$ cat src/rtl/mux_arb.sv
// N-channel arbitrating multiplexer: tag-checked inputs, fixed-priority or round-robin
// grant, registered output with valid/ready flow control and a saturating drop counter.
module mux_arb #(
    parameter int DATA_W  = 12,
    parameter int NUM_CH  = 4,
    parameter int RR_MODE = 0
) (
    input  logic                     clk,
    input  logic                     reset_L,
    input  logic [NUM_CH*DATA_W-1:0] data_in,
    input  logic [NUM_CH-1:0]        valid_in,
    output logic [NUM_CH-1:0]        ready_out,
    output logic [DATA_W-1:0]        data_out,
    output logic                     valid_out,
    input  logic                     ready_in,
    output logic                     tag_err,
    output logic [7:0]               drop_cnt
);
    localparam int TAG_W = $clog2(NUM_CH);

    logic [DATA_W-1:0] words [NUM_CH];
    logic [NUM_CH-1:0] elig;
    logic [NUM_CH-1:0] bad;
    logic [TAG_W-1:0]  gidx;
    logic [TAG_W-1:0]  ptr;
    logic              found;
    logic              slot_free;
    logic              grant;

    logic [DATA_W-1:0] data_p1;
    logic              vld_p1;
    logic              err_p1;
    logic [7:0]        cnt_p1;

    function automatic logic [4:0] popcount(input logic [NUM_CH-1:0] v);
        logic [4:0] c;
        c = '0;
        for (int i = 0; i < NUM_CH; i++) c = c + 5'(v[i]);
        return c;
    endfunction

    function automatic logic [7:0] sat_add(input logic [7:0] a, input logic [4:0] b);
        logic [8:0] s;
        s = {1'b0, a} + {4'b0, b};
        return s[8] ? 8'hFF : s[7:0];
    endfunction

    always_comb begin
        for (int i = 0; i < NUM_CH; i++) begin
            words[i] = data_in[i*DATA_W +: DATA_W];
            elig[i]  = valid_in[i] && (words[i][DATA_W-1 -: TAG_W] == TAG_W'(i));
            bad[i]   = valid_in[i] && (words[i][DATA_W-1 -: TAG_W] != TAG_W'(i));
        end
    end

    // Fixed priority scans from 0; round-robin scans from ptr and wraps.
    always_comb begin
        int idx;
        idx   = 0;
        found = 1'b0;
        gidx  = '0;
        for (int k = 0; k < NUM_CH; k++) begin
            idx = (RR_MODE != 0) ? (int'(ptr) + k) % NUM_CH : k;
            if (!found && elig[idx]) begin
                found = 1'b1;
                gidx  = TAG_W'(idx);
            end
        end
    end

    assign slot_free = !vld_p1 || ready_in;
    assign grant     = found && slot_free;

    // Bad words are always drained so a mis-tagged source can never stall the mux.
    always_comb begin
        ready_out = '0;
        if (reset_L) begin
            ready_out = bad;
            if (grant) ready_out[gidx] = 1'b1;
        end
    end

    // Stage p1: registered output word, error pulse and drop count
    always_ff @(posedge clk) begin
        if (!reset_L) begin
            data_p1 <= '0;
            vld_p1  <= 1'b0;
            err_p1  <= 1'b0;
            cnt_p1  <= '0;
            ptr     <= '0;
        end else begin
            if (slot_free) begin
                vld_p1 <= found;
                if (found) data_p1 <= words[gidx];
            end
            if (RR_MODE != 0 && grant) ptr <= TAG_W'((int'(gidx) + 1) % NUM_CH);
            err_p1 <= |bad;
            cnt_p1 <= sat_add(cnt_p1, popcount(bad));
        end
    end

    assign data_out  = data_p1;
    assign valid_out = vld_p1;
    assign tag_err   = err_p1;
    assign drop_cnt  = cnt_p1;
endmodule

$ cat config.mk
export PLATFORM = sky130hd
export DESIGN_NAME = mux_arb
export DESIGN_NICKNAME = d
export VERILOG_FILES = /design/src/rtl/mux_arb.sv
export SDC_FILE = /design/constraint.sdc
export NUM_CORES = 1
export LEC_CHECK = 0
export ABC_AREA = 1
export CORE_MARGIN = 10
export CORE_UTILIZATION = 30
export DETAILED_ROUTE_END_ITERATION = 12
export PLACE_DENSITY = 0.7
export SETUP_SLACK_MARGIN = 0.3
export SLEW_MARGIN = 20
export SYNTH_ARGS = -nofsm -noshare
export SYNTH_HDL_FRONTEND = slang
export SYNTH_SLANG_ARGS = --single-unit
$ cat constraint.sdc
create_clock -name clk -period 3.4 [get_ports clk]
set_clock_uncertainty 0.15 [all_clocks]
set_input_delay 0.68 -clock clk [delete_from_list [all_inputs] [get_ports clk]]
set_output_delay 0.68 -clock clk [all_outputs]
set_load 0.03 [all_outputs]
[Word level (Yosys, flattened, before mapping)]
Cells that the tools add are included.
Cells by class
  reduce and logical (&&, ||, !) cells: 22
  multiplexer cells: 15
  add/sub/neg operators: 4
  bitwise gates (word level): 2
  equal/unequal tests: 6
  magnitude comparators: 3
Operator list (number)
  12-bit binary-select mux with 2-bit select: 1
  12-bit two-way mux: 2
  1-bit logical AND: 13
  8-bit by 4-bit adder with 9-bit output: 1
  4-bit two-way mux: 2
  8-bit two-way mux: 1
  1-bit two-way mux: 6
  3-bit by 1-bit adder with 4-bit output: 1
  2-bit == test (second input constant): 2
  1-bit zero test: 4
  2-bit two-way mux: 2
  2-bit inequality test (second input constant): 2
  4-bit OR: 1
  4-bit OR reduction: 1
  2-bit by 1-bit adder with 3-bit output: 1
  3-bit greater-or-equal comparator (second input constant): 1
  2-bit by 3-bit < comparator with 1-bit output (second input constant): 1
  2-bit NOT with 3-bit output: 1
  1-bit by 1-bit adder with 2-bit output: 1
  1-bit demux with 2-bit select: 1
  2-bit by 1-bit == test with 1-bit output (second input constant): 1
  2-bit by 1-bit greater-or-equal comparator with 1-bit output (second input constant): 1
  2-bit zero test: 1
  2-bit by 1-bit inequality test with 1-bit output (second input constant): 1
  3 further kinds: 3
Storage, ports and cells
  flip-flop bits (word level): 22
  word-level logic and storage cells: 56

[Logic depth before layout (Yosys ltp)]
  word-level depth: 19
  depth in mapped cells: 15
  depth with buffers taken out: 15

[Worst setup path after synthesis]
Ideal clock, no wire load.
  path type: input port to flip-flop
  start point: input port data_in[10]
  end point: register cnt_p1[5] (netlist: drop_cnt[5])
  arrival time: 2786 ps
  setup slack: 408 ps
  stages: 14
  library setup time: 56 ps
  path through: o21ai_0 xor2_1 inv_1 ha_1 inv_1 fa_1 inv_1 fa_1 nand2_1 nor2_1 nand4_1 nand3_1 nand2_1 inv_1
Between the ends
  word-level cells in the longest chain between the ends: 7
RTL lines
  from (decl): RTL line 10  | input logic [NUM_CH*DATA_W-1:0] data_in,
  2-bit nonzero test: RTL line 52  | bad[i] = valid_in[i] && (words[i][DATA_W-1 -: TAG_W] != TAG_W'(i));
  1-bit logical AND: RTL line 52
  1-bit by 1-bit adder with 2-bit output: RTL line 38  | for (int i = 0; i < NUM_CH; i++) c = c + 5'(v[i]);
  2-bit by 1-bit adder with 3-bit output: RTL line 38
  3-bit by 1-bit adder with 4-bit output: RTL line 38
  8-bit by 4-bit adder with 9-bit output: RTL line 44  | s = {1'b0, a} + {4'b0, b};
  8-bit two-way mux: RTL line 45  | return s[8] ? 8'hFF : s[7:0];
  to (signal assigned): RTL line 98  | cnt_p1 <= sat_add(cnt_p1, popcount(bad));
  to (decl): RTL line 33  | logic [7:0] cnt_p1;
Every way passes these cells.
A chain may end at the register's enable or synchronous reset.

[Final worst setup path]
  start point: input port valid_in[2]
  end point: register cnt_p1[4] (netlist: drop_cnt[4])
Between the ends
  word-level cells in the longest chain between the ends: 5
RTL lines
  from (decl): RTL line 11  | input logic [NUM_CH-1:0] valid_in,
  1-bit logical AND: RTL line 52
  2-bit by 1-bit adder with 3-bit output: RTL line 38
  3-bit by 1-bit adder with 4-bit output: RTL line 38
  8-bit by 4-bit adder with 9-bit output: RTL line 44
  8-bit two-way mux: RTL line 45
Every way passes these cells.

==> results.sh <==
export IMPL_drv_slew=0
export IMPL_synth_warnings=0
export IMPL_critPathLaunchType="input pin"
export IMPL_vdd_drop_max_uv=189
export IMPL_outcome="finished clean"
export IMPL_setup_tns_ns=0
export IMPL_synth_simple_area_share_pct=35.6
export IMPL_synth_ff_latch_count=22
export IMPL_syn_area_mm2=0.00159
export IMPL_layout_drive_gt1_share_pct=13.3
export IMPL_dp_cells=408
export IMPL_synth_top_family_by_area="simple AND/OR/NAND/NOR gates"
export IMPL_first_global_vias=1835
export IMPL_io_pins=81
export IMPL_ys_seq_area_share_pct=27.8
export IMPL_design_area_mm2=0.00259
export IMPL_grt_max_degree=25
export IMPL_cts_buffer_depth=2
export IMPL_fin_crit_sh_pct=87.6
export IMPL_core_area_mm2=0.00511
export IMPL_worstSetupPathType="in -> reg"
export IMPL_hold_violations=0
export IMPL_crit_fanout=3
export IMPL_synth_adder_area_share_pct=4.10
export IMPL_min_period_ns=2.98
export IMPL_synth_xor_area_share_pct=1.66
export IMPL_worst_skew_pair_late_latency_ns=0.26
export IMPL_drt_iter0_drc=67
export IMPL_maxSlewHeadroom_pct=39.4
export IMPL_area_growth_pct=63.3
export IMPL_grt_use_total_pct=12.6
export IMPL_synth_fp_nets=313
export IMPL_antenna_cells=0
export IMPL_layout_cells_non_filler=416
export IMPL_worst_pin_slew_ns=0.906
export IMPL_cap_violations=0
export IMPL_start_util_pct=31.1
export IMPL_rows=26
export IMPL_synth_avg_cell_area_um2=6.25
export IMPL_setup_violations=0
export IMPL_cts_tree="yes"
export IMPL_fmax_ghz=0.336
export IMPL_ys_types=30
export IMPL_nets=406
export IMPL_cp_arrival_ns=2.97
export IMPL_rsz0062_at_grt="false"
export IMPL_ant_nets=0
export IMPL_power_leakage_nw=1.25
export IMPL_numCtsBuffers=3
export IMPL_fp_dieH_um=92.7
export IMPL_synth_compound_area_share_pct=14.0
export IMPL_gp_congestion=0.804
export IMPL_antenna_found_initial=0
export IMPL_vias=1845
export IMPL_syn_inst=254
export IMPL_cts_sink_count=22
export IMPL_hold_slack_ns=0.358
export IMPL_drt_pass1_iterations=4
export IMPL_ctsHtreeMaxLevel=1
export IMPL_gr_total_overflow=0
export IMPL_cts_clk_slew_worst_paths_ns=0.08
export IMPL_required_ns=3.39
export IMPL_wire_per_inst_um=13.1
export IMPL_grt_pass1_wl_mm=8.90
export IMPL_die_w_um=92.7
export IMPL_synthMuxAreaShare_pct=0
export IMPL_die_area_mm2=0.00860
export IMPL_p_per_area_mw_per_mm2=360
export IMPL_place_area_mm2=0.00250
export IMPL_dp_hpwl_mm=4.32
export IMPL_vias_per_cell=4.44
export IMPL_cts_hold_buf=0
export IMPL_numPortBuffers=80
export IMPL_critPathCaptureType="flip-flop"
export IMPL_root_buffer="clkbuf_8"
export IMPL_remaining_drc_errors=0
export IMPL_wl_mm=5.45
export IMPL_hp_class="reg -> reg"
[kinds of logic after synthesis]
kind of cell / after synthesis
XOR/XNOR: 3
AND/OR/NAND/NOR: 121
buffers and inverters: 63
adder cells (fa/ha/maj): 4
flip-flops: 22
AO/OA/AOI/OAI: 41
[timing repair]
item                       4_1_cts  5_1_grt
setup buffers                    3        1
setup endpoints to repair        8        8
gates resized for setup          8        1
pin swaps                        7        5
[power by group]
part           leakage [nW]  total (mW)  switching [mW]  internal (mW)
clock network        0.0288       0.188          0.0851          0.103
logic                  1.04       0.426           0.221          0.205
registers             0.181       0.318          0.0265          0.292
total                  1.25       0.932           0.332          0.600
[stage by stage]
step | util, % | power (mW) | worst slack [ns]
finish | 50.7 | 0.932 | 0.421
global route | 50.7 | 0.997 | 0.291
CTS | 50.5 | 0.939 | 0.405
detailed placement | 48.9 | 0.734 | -0.158
global placement | 48.9 | 0.726 | -0.0863
floorplan | - | 0.550 | 0.408
[cell type report]
cell class	instances	area, µm²
inverters	54	203
multi-input cells	169	888
flip-flops and latches	22	440
well taps	70	87.6
repair buffers	97	917
fillers	525	2520
clock buffers	4	55.1
[layout by cell type, fill, tap and decap left out, types with 2 or more instances in the layout]
cell / count
a21oi_1: 19
nor2_1: 21
buf_4: 20
clkbuf_8: 4
nand4_1: 2
nand3_1: 30
fa_2: 2
nand2_4: 2
o21ai_0: 14
nand2_1: 51
dfxtp_1: 22
inv_1: 52
clkdlybuf4s50_1: 74
dlygate4sd2_1: 3
nor2_2: 11
ha_1: 2
xnor2_1: 2
[cells in the mapped netlist]
cell	instances	area, µm²
o21a_1	1	7.51
a21boi_1	1	7.51
nand3_2	1	10.0
nor3b_2	1	12.5
nand3_1	30	150
buf_4	2	15.0
fa_1	2	40.0
o21ai_1	1	5.00
nor2_1	22	82.6
nand2_1	51	191
o21ai_0	15	75.1
buf_2	2	10.0
inv_1	53	199
nor2_4	1	11.3
clkinv_1	1	3.75
dfxtp_1	22	440
a21oi_2	1	8.76
nand2_4	2	22.5
or2_4	1	8.76
clkbuf_1	2	7.51
buf_6	3	33.8
nand4_1	2	12.5
xnor2_1	2	17.5
xor2_1	1	8.76
o21bai_1	1	7.51
a21oi_1	19	95.1
nor2_2	10	62.6
a31oi_1	1	6.26
a41oi_1	1	8.76
ha_1	2	25.0
[critical path, cell delays in order]
cell             delay [ns]
clkdlybuf4s50_1        0.48
inv_1                  0.04
a21oi_1                0.21
ha_1                   0.27
inv_1                  0.08
fa_2                   0.20
inv_2                  0.05
fa_2                   0.39
nand2_1                0.09
nor2_2                 0.05
buf_4                  0.12
buf_4                  0.12
xnor2_1                0.12
a21oi_1                0.08
[path summary, 6_finish.rpt]
| check | cells past startpoint | slack [ns] | start | to |
|---|---|---|---|---|
| setup / recovery | 14 | 0.42 | valid_in[2] | drop_cnt[4] |
| hold / removal | 1 | 0.36 | drop_cnt[6] | drop_cnt[6] |
| hold reg to reg | 1 | 0.36 | drop_cnt[6] | drop_cnt[6] |
| setup reg to reg | 13 | 0.93 | drop_cnt[0] | drop_cnt[5] |
[flip-flops by register name, indices dropped and copies added, names as in the netlist]
signal and cells:
valid_out 1, drop_cnt 8, data_out 12, tag_err 1
[routing by layer]
| metal | GRT usage, % | routed length [µm] |
|---|---|---|
| met1 | 15.0 | 2430 |
| met2 | 20.9 | 2510 |
| met3 | 3.95 | 447 |
| met4 | 4.24 | 58 |
| met5 | 0 | 0 |
No activity file was read; power rests on OpenSTA's default activity.
